<file path="config.mk">
export PLATFORM = sky130hd
export DESIGN_NAME = cmp_search_ctrl
export DESIGN_NICKNAME = d
export VERILOG_FILES = /design/src/rtl/cmp_search_ctrl.sv
export SDC_FILE = /design/constraint.sdc
export NUM_CORES = 1
export LEC_CHECK = 0
export CORE_AREA = 8 8 94 54
export DETAILED_ROUTE_END_ITERATION = 8
export DIE_AREA = 0 0 102 62
export PLACE_DENSITY_LB_ADDON = 0.1
export SYNTH_ARGS = -nofsm -noshare
export SYNTH_HDL_FRONTEND = slang
export SYNTH_SLANG_ARGS = --single-unit
</file>
<file path="constraint.sdc">
create_clock -name clk -period 3.3 [get_ports clk]
set_input_delay 0.66 -clock clk [delete_from_list [all_inputs] [get_ports clk]]
set_output_delay 0.66 -clock clk [all_outputs]
set_load 0.02 [all_outputs]
</file>
<file path="src/rtl/cmp_search_ctrl.sv">
// cmp_search_ctrl: binary-search initiator for the g/e/l magnitude comparator.
// The comparator compares an unknown target (data1) against probe (data2).
// This block narrows [lo, hi] until the comparator reports equal. It then
// returns the target value and the number of probes that were issued.
// An inconsistent comparator response ends the search with err set.
module cmp_search_ctrl #(
  parameter int WIDTH = 4,
  parameter int LAT   = 0
) (
  input  logic                         clk,
  input  logic                         rst,
  input  logic                         start,
  input  logic                         cmp_g,
  input  logic                         cmp_e,
  input  logic                         cmp_l,
  output logic [WIDTH-1:0]             probe,
  output logic                         busy,
  output logic                         done,
  output logic                         found,
  output logic                         err,
  output logic [WIDTH-1:0]             result,
  output logic [$clog2(WIDTH+2)-1:0]   steps
);

  localparam int SW = $clog2(WIDTH+2);
  // The settle counter only has to reach LAT-1. Keep it at least one bit wide.
  localparam int CW = (LAT > 1) ? $clog2(LAT) : 1;

  localparam logic [CW-1:0]    CNT_LAST   = CW'((LAT > 0) ? LAT - 1 : 0);
  localparam logic [CW-1:0]    CNT_ONE    = CW'(1);
  localparam logic [SW-1:0]    STEP_ONE   = SW'(1);
  localparam logic [WIDTH-1:0] ONE        = WIDTH'(1);
  localparam logic [WIDTH-1:0] FIRST_PRB  = {1'b0, {(WIDTH-1){1'b1}}};

  typedef enum logic [1:0] {
    IDLE   = 2'd0,
    SETTLE = 2'd1,
    SAMPLE = 2'd2,
    DONE   = 2'd3
  } state_t;

  // After a new probe is issued, either wait for the comparator to settle or
  // sample it in the very next cycle.
  localparam state_t PROBE_ST = (LAT > 0) ? SETTLE : SAMPLE;

  state_t             state_q;
  logic [WIDTH-1:0]   lo_q, hi_q, probe_q, result_q;
  logic [CW-1:0]      cnt_q;
  logic [SW-1:0]      steps_q;
  logic               busy_q, done_q, found_q, err_q;

  logic [WIDTH-1:0]   up_lo_d, up_probe_d, dn_hi_d, dn_probe_d;
  logic [2:0]         flags;
  logic               flags_ok;

  // Midpoint of [a, b]. Callers guarantee a <= b, so the difference never wraps.
  function automatic logic [WIDTH-1:0] mid(input logic [WIDTH-1:0] a,
                                           input logic [WIDTH-1:0] b);
    return a + ((b - a) >> 1);
  endfunction

  // Candidate bounds and probes for both search directions. They are only
  // consumed when the matching flag is seen and the range is not exhausted.
  always_comb begin
    up_lo_d    = probe_q + ONE;
    up_probe_d = mid(up_lo_d, hi_q);
    dn_hi_d    = probe_q - ONE;
    dn_probe_d = mid(lo_q, dn_hi_d);
    flags      = {cmp_g, cmp_e, cmp_l};
    flags_ok   = $onehot(flags);
  end

  // Search FSM. All outputs are registered here.
  always_ff @(posedge clk or posedge rst) begin
    if (rst) begin
      state_q  <= IDLE;
      lo_q     <= '0;
      hi_q     <= '0;
      probe_q  <= '0;
      result_q <= '0;
      cnt_q    <= '0;
      steps_q  <= '0;
      busy_q   <= 1'b0;
      done_q   <= 1'b0;
      found_q  <= 1'b0;
      err_q    <= 1'b0;
    end else begin
      done_q <= 1'b0;
      case (state_q)
        IDLE: begin
          if (start) begin
            lo_q     <= '0;
            hi_q     <= '1;
            probe_q  <= FIRST_PRB;
            steps_q  <= STEP_ONE;
            busy_q   <= 1'b1;
            found_q  <= 1'b0;
            err_q    <= 1'b0;
            result_q <= '0;
            cnt_q    <= '0;
            state_q  <= PROBE_ST;
          end
        end

        SETTLE: begin
          if (cnt_q == CNT_LAST) begin
            cnt_q   <= '0;
            state_q <= SAMPLE;
          end else begin
            cnt_q <= cnt_q + CNT_ONE;
          end
        end

        SAMPLE: begin
          if (!flags_ok) begin
            // Zero or several flags high: the comparator response cannot be trusted.
            err_q   <= 1'b1;
            found_q <= 1'b0;
            done_q  <= 1'b1;
            busy_q  <= 1'b0;
            state_q <= DONE;
          end else if (cmp_e) begin
            result_q <= probe_q;
            found_q  <= 1'b1;
            done_q   <= 1'b1;
            busy_q   <= 1'b0;
            state_q  <= DONE;
          end else if (cmp_g) begin
            if (probe_q == hi_q) begin
              // The target is claimed to lie above the top of the range.
              err_q   <= 1'b1;
              done_q  <= 1'b1;
              busy_q  <= 1'b0;
              state_q <= DONE;
            end else begin
              lo_q    <= up_lo_d;
              probe_q <= up_probe_d;
              steps_q <= steps_q + STEP_ONE;
              cnt_q   <= '0;
              state_q <= PROBE_ST;
            end
          end else begin
            if (probe_q == lo_q) begin
              // The target is claimed to lie below the bottom of the range.
              err_q   <= 1'b1;
              done_q  <= 1'b1;
              busy_q  <= 1'b0;
              state_q <= DONE;
            end else begin
              hi_q    <= dn_hi_d;
              probe_q <= dn_probe_d;
              steps_q <= steps_q + STEP_ONE;
              cnt_q   <= '0;
              state_q <= PROBE_ST;
            end
          end
        end

        DONE: begin
          // The done pulse lasts this single cycle. A start seen here is ignored.
          state_q <= IDLE;
        end

        default: state_q <= IDLE;
      endcase
    end
  end

  assign probe  = probe_q;
  assign busy   = busy_q;
  assign done   = done_q;
  assign found  = found_q;
  assign err    = err_q;
  assign result = result_q;
  assign steps  = steps_q;

endmodule

</file>
### Yosys cells after proc, flatten, opt, wreduce, memory -nomap -nowiden

Cells that the tools add are included.

* add/subtract/negate cells: 10
* equality and inequality tests: 23
* mux-type cells: 67
* reductions and logical operators: 12

Operators with widths (number)
* $mux W4: 18
* $pmux W4 S2: 4
* $mux W1: 28
* $reduce_and A6 Y1: 4
* $mux W3: 6
* $ne A2 B2 Y1 const B: 9
* $ne A3 B3 Y1 const B: 4
* $mux W2: 5
* $ne A5 B5 Y1 const B: 2
* $add A4 B3 Y4: 2
* $eq A4 B4 Y1: 2
* $ne A4 B4 Y1 const B: 2
* $pmux W2 S4: 1
* $reduce_and A4 Y1: 2
* $sub A4 B4 Y4: 2
* $pmux W1 S2: 3
* $pmux W3 S2: 1
* $reduce_and A5 Y1: 1
* $add A4 B1 Y4 const B: 1
* $eq A2 B1 Y1 const B: 2
* $eq A2 B2 Y1 const B: 2
* $sub A4 B1 Y4 const B: 1
* $add A3 B1 Y3 const B: 1
* $pmux W1 S3: 1
* 8 further kinds: 8

* register bits: 26
* bits of input ports: 6
* output and inout bits: 15

### Logic depth before layout (Yosys ltp)

Gate-level depths: netlist of run 1.

* word-level depth: 8
* gate-level depth with buffers: 14
* mapped depth without buffers: 13

### Worst setup path after synthesis of run 1

OpenSTA, ideal clock, no wires.

* path type: register to register
* from: register probe_q[0] (netlist: probe[0])
* to: register probe_q[3] (netlist: probe[3])
* setup time: 122 ps
* arrival time: 2972 ps
* required time: 3178 ps
* slack: 207 ps
* stages on the path, launching flop included: 14
* path buffers: 0
* period minus slack after synthesis: 3093 ps
* cell sequence: dfrtp_1 -> inv_1 -> ha_1 -> inv_1 -> ha_1 -> a21o_1 -> a21oi_1 -> xor2_1 -> xnor2_1 -> ha_1 -> a21oi_1 -> xor2_1 -> nand2_1 -> a32o_1

* word-level cells in the longest chain between the ends: 8

Ends and longest elaborated chain
* start, declared: RTL line 47 `logic [WIDTH-1:0] lo_q, hi_q, probe_q, result_q;`
* start signal, assigned: RTL line 137 `probe_q <= up_probe_d;`
* start signal, assigned: RTL line 151 `probe_q <= dn_probe_d;`
* $sub A4 B1 Y4 / $add A4 B1 Y4 (equally long branches): RTL line 67, 65
* $sub A4 B4 Y4: RTL line 59 `return a + ((b - a) >> 1);`
* $add A4 B3 Y4: RTL line 59
* $mux W4, on equally long branches: RTL line 143, 129
* $mux W4: RTL line 128 `end else if (cmp_g) begin`
* $mux W4: RTL line 122 `end else if (cmp_e) begin`
* $mux W4: RTL line 115 `if (!flags_ok) begin`
* $pmux W4 S2: RTL line 89 `case (state_q)`

Parallel ways exist; a longest one is shown, timed or not. The select of a mux whose other input is x is not followed.
A chain may end at the register's enable or synchronous reset.

### Worst setup path in the final report of run 1

Ends and elaborated chain as after synthesis.

==> summary.md, run 1 <==
| Metric | Value |
|---|---|
| Post-synthesis async set-or-reset flop share | 1.000 |
| Worst setup margin | 0.2466 ns |
| Crit path capture type | flip-flop |
| DPL Wire Length | 3399 um |
| Hold_ws | between 0.5 and 0.6 ns |
| Area grow syn2layout | 16.83% |
| Cts bufs inserted | 3 |
| Gp weighted congestion | 0.8559 |
| Worst slew margin | 0.3916 |
| Clk Latency, worst-skew pair | 0.27 ns |
| Core ar. | 3724 um^2 |
| #FFs+latches synth | 25 |
| Setup repair bufs after CTS | 0 |
| Pre-CTS WS | between 0.2 and 0.25 ns |
| TritonRoute pass-1 iters | 4 |
| CP Launch Type | flip-flop |
| WHS Path Cells | 2 |
| RSZ-0062 raised after global routing | no |
| Post-synthesis cell type count | 37 |
| Sequential fraction of the synthesis area | 0.3420 |
| DR vias | 1366 |
| Synth Flop Type | dfrtp_1 |
| Final Skew | 0.006186 ns |
| Nets | 234 |
| Post-Synthesis Cells | ~180 |
| Final worst path period need | 3.053 ns |
| CTS tree | done |
| Die W | 102 um |
| Post-CTS Hold Buffers | 0 |
| Max_cap viols | 0 |
| Initial antenna violation count | 0 |
| Largest net degree at the start of global routing | 26 |
| GRT Util Overall | 0.1368 |
| FILL cells | 334 |
| Final hold violations | 0 |
| Final setup violation count | 0 |
| # rows | 16 |
| Clock slew at reported path FFs | 0.09 ns |
| Clk buf depth | 2 |
| Data arrival, critical path | ~3.2 ns |
| Hold Path Class | flip-flop to flip-flop |
| FMAX | 327.5 MHz |
| Final period util | 0.9253 |
| CTS H-tree lvls | 1 |
| Clk sink count | 25 |
| Io pins | 21 |
| Synth Cell Area | 1829 um^2 |
| Routed len/inst | 16.11 um |
| Die Y | between 60 and 70 um |
| First-pass GRT wire length | 6437 um |
| Worst Reg-to-Reg Cells | 13 |
| Max-slew violation count | 0 |
| Worst-path fanout max | 4 |
| Status | finished, final reports clean |
| Antenna cells | 0 |
| DRC Markers | 0 |
| Initial Util | 0.4913 |
| Post-synth net total | 210 |
| Cts repair resizes | 0 |
| Final wirelength | 4205 um |
| Least-Margin Pin Slew | just over 0.9 ns |
| Setup TNS Final | 0 ns |
| Via/cell ratio | between 5 and 6 |
| Worst Path Required | approximately 3.5 ns |
| Vias in the first global route | 1246 |
| CP Class | flip-flop to flip-flop |
| Synthesized area per cell | ~9.9 um^2 |
| Root Driver | clkbuf_8 |
| Initial DRC Count | 92 |
| Die area | between 6000 and 7000 um^2 |
| EDFF count, synth | 0 |
| Synth Warn # | 0 |
| Proportion of layout cells with a drive suffix above 1 | 0.1063 |
| Total grt overflow | 0 |
| Number of port buffers | 20 |
| Final ANT Viol Nets | 0 |
worst paths after layout:
path,slack [ns],start,endpoint
hold reg to reg,0.51,busy$_DFFE_PP0P_,busy$_DFFE_PP0P_
setup / recovery,0.25,probe[0]$_DFFE_PP0P_,probe[3]$_DFFE_PP0P_
setup reg to reg,0.25,probe[0]$_DFFE_PP0P_,probe[3]$_DFFE_PP0P_
min in group asynchronous,0.89,rst,result[3]$_DFFE_PP0P_
hold / removal,0.51,busy$_DFFE_PP0P_,busy$_DFFE_PP0P_
max in group asynchronous,1.85,rst,steps[2]$_DFFE_PP0P_
area by class of cell:
type                    instances  area [um^2]  share of cell area
clock buffers                   4        45.04             0.02108
inverters                      25        93.84             0.04391
multi-input cells             124         1037              0.4854
well taps                      54        67.56             0.03162
repair buffers                 29        267.8              0.1253
flip-flops and latches         25        625.6              0.2927
kinds of logic after synthesis:
family | count (synthesis) | synth area share
DFF | 25 | 0.3420
and+or+nand+nor | 35 | 0.1074
adders and majority gates | 20 | 0.1573
xor gates and xnor gates | 20 | 0.1040
buffers and inverters | 35 | 0.09097
AOI/OAI and AO/OA | 42 | 0.1450
muxes | 7 | 0.05335
worst max-delay path, cell delays in order (launching register included):
cell	delay (ns)
dfrtp_1	0.38
inv_1	0.14
ha_1	0.27
inv_1	0.16
ha_1	0.27
a21o_1	0.17
a21oi_1	0.20
xor2_1	0.21
xnor2_1	0.15
ha_1	0.27
a21oi_1	0.17
xor2_1	0.20
nand2_1	0.10
a32o_1	0.26
metrics by stage:
step           cell area [um^2]  utilization  std cells
6_report                   2137       0.5739        261
3_3_place_gp               2092       0.5618        257
5_1_grt                    2137       0.5739        261
3_5_place_dp               2092       0.5618        257
2_1_floorplan              1829            -        184
4_1_cts                    2137       0.5739        261
sequential cells by signal, summed over array words and instances, names as in the netlist, 2 cells and up:
name,cells
hi_q,4
state_q,2
steps,3
result,4
probe,4
lo_q,4
synthesized netlist by cell type, types with 3 or more instances:
library cell	n	area (um^2)
a21o_1	4	30.03
buf_6	4	45.04
buf_2	4	20.02
xor2_1	11	96.34
a41oi_1	3	26.28
nand3_1	7	35.03
mux2_4	3	45.04
mux2i_1	3	30.03
ha_1	15	187.7
o21ai_0	11	55.05
a21oi_1	11	55.05
xnor2_1	7	61.31
a22oi_1	3	22.52
a31oi_1	3	18.77
nor2_1	10	37.54
inv_1	25	93.84
fa_1	5	100.1
dfrtp_1	25	625.6
nand2_1	7	26.28
routing by layer:
| layer | up-vias | track usage | routed length [um] |
|---|---|---|---|
| li1 | 664 | - | - |
| met1 | 676 | 0.1999 | 2176 |
| met2 | 26 | 0.2029 | 1798 |
| met3 | 0 | 0.03889 | 230 |
| met4 | 0 | 0.006198 | 0 |
| met5 | - | 0 | 0 |
layout by cell type (no fill, tap or decap), drive strengths merged:
cell type	instances
a41oi	3
nor2	10
nand3b	1
and3	1
inv	25
nand2b	1
ha	15
a21oi	11
xnor2	7
clkbuf	4
mux2i	4
nand2	7
and2	1
a22oi	3
mux2	3
clkdlybuf4s50	20
nor3	2
o2bb2ai	1
a21o	5
fa	5
nand3	7
xor2	13
o21a	1
a22o	1
o21ai	13
nand4	1
nor2b	2
nor4	2
buf	9
a32o	1
dfrtp	25
a31oi	3
Power of run 1 is not shown: default switching activity piles up to over one toggle a cycle in this logic, so the estimate is an artifact.
==> inputs of run 2 (changes only) <==
--- a/config.mk
+++ b/config.mk
@@ -5,9 +5,10 @@
 export SDC_FILE = /design/constraint.sdc
 export NUM_CORES = 1
 export LEC_CHECK = 0
-export CORE_AREA = 8 8 94 54
+export CAP_MARGIN = 20
+export CORE_AREA = 8 8 90 52
 export DETAILED_ROUTE_END_ITERATION = 8
-export DIE_AREA = 0 0 102 62
+export DIE_AREA = 0 0 98 60
 export PLACE_DENSITY_LB_ADDON = 0.1
 export SYNTH_ARGS = -nofsm -noshare
 export SYNTH_HDL_FRONTEND = slang
==> run 2 against run 1 <==
Hold slack gained 0.0031 ns. Die area shrank 7.0%. Non-clock buffer count is the same. Count of clock-buffer cells in the layout shrank 1. Core utilization grew 3.2 points. Setup slack gained 0.11 ns. Critical path type unchanged.
==> summary.md, run 2 (synthesized netlist as in run 1, its figures left out) <==
| Metric | Value |
|---|---|
| WHS Path Cells | 2 (unchanged) |
| Initial antenna violation count | 0 (unchanged) |
| Total grt overflow | 0 (unchanged) |
| Final Skew | 0.006465 ns (was 0.006186 ns) |
| GRT Util Overall | 0.1454 (was 0.1368) |
| Most frequent CP cell | ha_1 (unchanged) |
| Worst Reg-to-Reg Cells | 13 (unchanged) |
| Via/cell ratio | 5.413 (was 5.234) |
| Setup repair bufs after CTS | 0 (unchanged) |
| Final setup violation count | 0 (unchanged) |
| Final worst path period need | 2.946 ns (was 3.053 ns) |
| Initial Util | 0.5162 (was 0.4913) |
| Die Y | 60 um (was 62 um) |
| Cts repair resizes | 0 (unchanged) |
| DRC Markers | 0 (unchanged) |
| Nets | 234 (unchanged) |
| Io pins | 21 (unchanged) |
| CTS H-tree lvls | 1 (unchanged) |
| Final ANT Viol Nets | 0 (unchanged) |
| Initial DRC Count | 80 (was 92) |
| Root Driver | clkbuf_8 (unchanged) |
| Die W | 98 um (was 102 um) |
| CP Class | flip-flop to flip-flop (unchanged) |
| Status | finished, final reports clean (unchanged) |
| Most frequent cells in the layout | inv_1 (25), dfrtp_1 (25), clkdlybuf4s50_1 (20) (unchanged) |
| Worst-path fanout max | 4 (unchanged) |
| CP Depth | 13 (unchanged) |
| Vias in the first global route | 1302 (was 1246) |
| Critical path, cell by cell | inv_1 -> ha_1 -> inv_1 -> ha_1 -> a21o_1 -> a21oi_1 -> xor2_1 -> xnor2_1 -> ha_1 -> a21oi_1 -> xor2_1 -> nand2_1 -> a32o_1 (unchanged) |
| Routed len/inst | 16.27 um (was 16.11 um) |
| Setup TNS Final | 0 ns (unchanged) |
| Crit path largest cell delay | 0.38 ns (about the same) |
| # rows | 16 (unchanged) |
| Final hold violations | 0 (unchanged) |
| Slowest cell on the critical path | dfrtp_1 (unchanged) |
| Hold Path Class | flip-flop to flip-flop (unchanged) |
| Antenna cells | 0 (unchanged) |
| Proportion of layout cells with a drive suffix above 1 | 0.1111 (was 0.1063) |
| Core ar. | 3543 um^2 (was 3724 um^2) |
| Clock slew at reported path FFs | 0.09 ns (about the same) |
| Area grow syn2layout | 17.37% (was 16.83%) |
| RSZ-0062 raised after global routing | no (unchanged) |
| Final period util | 0.8927 (was 0.9253) |
| Max-slew violation count | 0 (unchanged) |
| Clk Latency, worst-skew pair | 0.27 ns (about the same) |
| Die area | 5880 um^2 (was 6324 um^2) |
| Largest net degree at the start of global routing | 26 (unchanged) |
| Worst slew margin | 0.6647 (was 0.3916) |
| FMAX | 339.5 MHz (was 327.5 MHz) |
| First-pass GRT wire length | 6637 um (was 6437 um) |
| Worst reg-to-reg setup slack | 0.35 ns (was 0.25 ns) |
| Cts bufs inserted | 3 (unchanged) |
| DR vias | 1364 (was 1366) |
| Post-CTS Hold Buffers | 0 (unchanged) |
| CP Launch Type | flip-flop (unchanged) |
| CTS tree | done (unchanged) |
| Least-Margin Pin Slew | 0.4996 ns (was 0.9116 ns) |
| Gp weighted congestion | 0.8482 (was 0.8559) |
| Final wirelength | 4099 um (was 4205 um) |
| Crit path capture type | flip-flop (unchanged) |
| Data arrival, critical path | 3.11 ns (was 3.21 ns) |
| Worst Path Required | 3.46 ns (was 3.45 ns) |
| Number of port buffers | 20 (unchanged) |
| Max_cap viols | 0 (unchanged) |
| CP delay by family, top | adder cells (unchanged) |
| TritonRoute pass-1 iters | 4 (unchanged) |
| FILL cells | 292 (was 334) |
| Clk sink count | 25 (unchanged) |
| Clk buf depth | 2 (unchanged) |
| DPL Wire Length | 3266 um (was 3399 um) |
| CP Buf/Inv Count | 2 (unchanged) |
-- run 2: cell count changes in the layout (fill, tap and decap cells not counted) --
cell	delta
clkbuf_1	-1
buf_16	+1
clkinv_2	+1
buf_4	-1
-- run 2: worst paths after layout --
| check | from | end |
|---|---|---|
| worst max-delay path | probe[0]$_DFFE_PP0P_ | probe[3]$_DFFE_PP0P_ |
| worst min-delay path | busy$_DFFE_PP0P_ | busy$_DFFE_PP0P_ |
| worst max register to register | probe[0]$_DFFE_PP0P_ | probe[3]$_DFFE_PP0P_ |
| worst min register to register | busy$_DFFE_PP0P_ | busy$_DFFE_PP0P_ |
| max in group asynchronous | rst | state_q[1]$_DFFE_PP0N_ |
| min in group asynchronous | rst | result[0]$_DFFE_PP0P_ |
-- run 2: tightest hold or removal path, cell delays in order, from the launching register on --
cell and delay, ns:
dfrtp_1 0.35, nor2_1 0.05, nor2_1 0.08
-- run 2: layout make-up --
class / count / area (um^2) / area share
Inverter: 25 / 93.84 / 0.04371
Clock buffer: 3 / 41.29 / 0.01923
Multi-Input combinational cell: 124 / 1037 / 0.4831
Sequential cell: 25 / 625.6 / 0.2914
Tap cell: 45 / 56.30 / 0.02622
Clock inverter: 1 / 5.005 / 0.002331
Timing Repair Buffer: 29 / 287.8 / 0.1340
-- run 2: per-stage QoR --
step | hold slack (ns) | utilization | setup slack (ns) | instances | cell area, um^2
3_3_place_gp | 0.4810 | 0.5851 | 0.3361 | 247 | 2073
3_5_place_dp | 0.4962 | 0.5851 | 0.2049 | 247 | 2073
4_1_cts | 0.5163 | 0.5982 | 0.3245 | 251 | 2120
5_1_grt | 0.5437 | 0.6059 | 0.1402 | 252 | 2147
2_1_floorplan | 0.5155 | - | 0.2069 | 184 | 1829
6_report | 0.5133 | 0.6059 | 0.3543 | 252 | 2147
-- run 2: per-layer routing --
| layer | global-route usage | vias up | wire length (um) |
|---|---|---|---|
| met4 | 0.03289 | 0 | 19 |
| met5 | 0 | - | 0 |
| li1 | - | 664 | - |
| met3 | 0.03136 | 2 | 228 |
| met2 | 0.2302 | 47 | 1847 |
| met1 | 0.1982 | 651 | 2003 |
Power of run 2 is left out for the same reason.
==> variant: new RTL, config.mk and constraints of run 2 <==
Re-encode `state_t` (4 states) as one-hot, 4 bits wide.
--- a/src/rtl/cmp_search_ctrl.sv
+++ b/src/rtl/cmp_search_ctrl.sv
@@ -33,9 +33,9 @@
   localparam logic [WIDTH-1:0] FIRST_PRB  = {1'b0, {(WIDTH-1){1'b1}}};
 
-  typedef enum logic [1:0] {
-    IDLE   = 2'd0,
-    SETTLE = 2'd1,
-    SAMPLE = 2'd2,
-    DONE   = 2'd3
+  typedef enum logic [3:0] {
+    IDLE   = 4'b0001,
+    SETTLE = 4'b0010,
+    SAMPLE = 4'b0100,
+    DONE   = 4'b1000
   } state_t;
 
Formal check against the unedited RTL: no difference found for any inputs over 10 cycles, from zero or initial values and one cycle with rst high; not proved beyond that.
==> variant against run 2 <==
- sequential cell count is 1 higher
- synthesized area is 3.6% higher
- worst setup slack got worse by 0.091 ns
- sequential share of layout area down 0.064 points
- final area increased by 4.4%
- global-route usage up 2.0 points
- wire length grew 8.2%
- critical path type is now input port to flop
==> variant: results (changes against run 2) <==
qor: outcome.status finished clean [unchanged]
qor: yosys.mappedNetlistNets 219 [was 210]
qor: cts.count_of_clock_tree_sinks 26 [was 25]
qor: cells_and_area.non_clock_buffer_count 33 [was 29]
qor: place.gp_routability_congestion 0.880 [was 0.848]
qor: place.placement.cell_area 2170 µm² [was 2070 µm²]
qor: cells_and_area.nMultiInputCombCells 135 [was 124]
qor: cells_and_area.multiInputGateArea 1090 µm² [was 1040 µm²]
qor: cells_and_area.design.final.nets 246 [was 234]
qor: drt.wl_met1 2310 µm [was 2000 µm]
qor: grt.wire_length_of_the_first_global_routing_pass 7750 µm [was 6640 µm]
qor: grt.grt_max_degree 27 [was 26]
qor: grt.grt_use_met3 4.07% [was 3.14%]
qor: cells_and_area.buffer_share_of_cell_area 14.2% [was 13.4%]
qor: yosys.synth_cell_type_count 43 [was 37]
qor: drt.met2RoutedLength 1810 µm [was 1850 µm]
qor: drt.routed_wire_length_per_instance 16.8 µm [was 16.3 µm]
qor: sta.finalClockSkew 0.00414 ns [was 0.00646 ns]
qor: grt.met1_usage 24.4% [was 19.8%]
qor: drt.route.met3.wl 315 µm [was 228 µm]
qor: setup_path.worst_ep_arrival_time 3.20 ns [was 3.11 ns]
qor: grt.first_global_vias 1,508 [was 1,302]
qor: drt.avgViaCountPerCell 5.59 [was 5.41]
qor: grt.grt_util_all_layers 16.6% [was 14.5%]
qor: place.preCtsSetupSlack 0.0477 ns [was 0.205 ns]
qor: cells_and_area.final_layout_size_suffix_gt1_share 13.7% [was 11.1%]
qor: cells_and_area.nFillCells 298 [was 292]
qor: cells_and_area.sequential_cell_area 652 µm² [was 626 µm²]
==> variant: cell types whose count changed after synthesis, sizes merged, moves of 4 or more <==
cell / before / now
nor3: 2 / 6
a21oi: 11 / 18
nand3: 7 / 2
inv: 25 / 20
o21ai: 13 / 6
==> variant: cell families after synthesis <==
logic type	Yosys count	synth area share, %
buffers and inverters	32	7.93
XOR/XNOR	20	9.25
adder cells (fa/ha/maj)	20	15.2
AND/OR/NAND/NOR	44	13.7
AO/OA/AOI/OAI	41	13.7
flip-flops	26	34.4
multiplexers	10	5.81
==> variant: path summary, 6_finish.rpt <==
kind | startpoint | to | slack (ns) | cells past startpoint
setup / recovery | cmp_g | lo_q[0]$_DFFE_PP0P_ | 0.26 | 9
hold / removal | result[2]$_DFFE_PP0P_ | result[2]$_DFFE_PP0P_ | 0.52 | 2
setup reg to reg | probe[1]$_DFFE_PP0P_ | probe[3]$_DFFE_PP0P_ | 0.27 | 13
hold reg to reg | result[2]$_DFFE_PP0P_ | result[2]$_DFFE_PP0P_ | 0.52 | 2
max in group asynchronous | rst | state_q[0]$_DFFE_PP1N_ | 2.11 | 4
min in group asynchronous | rst | result[0]$_DFFE_PP0P_ | 0.61 | 2
==> variant: worst max-delay path: stages <==
cell and delay, ns:
sky130_fd_sc_hd__clkdlybuf4s50_1 0.49, sky130_fd_sc_hd__clkinv_1 0.12, sky130_fd_sc_hd__fa_1 0.52, sky130_fd_sc_hd__nand2b_4 0.16
sky130_fd_sc_hd__buf_4 0.16, sky130_fd_sc_hd__nor3_1 0.28, sky130_fd_sc_hd__a21oi_1 0.15, sky130_fd_sc_hd__a21oi_2 0.27
sky130_fd_sc_hd__mux2_2 0.37
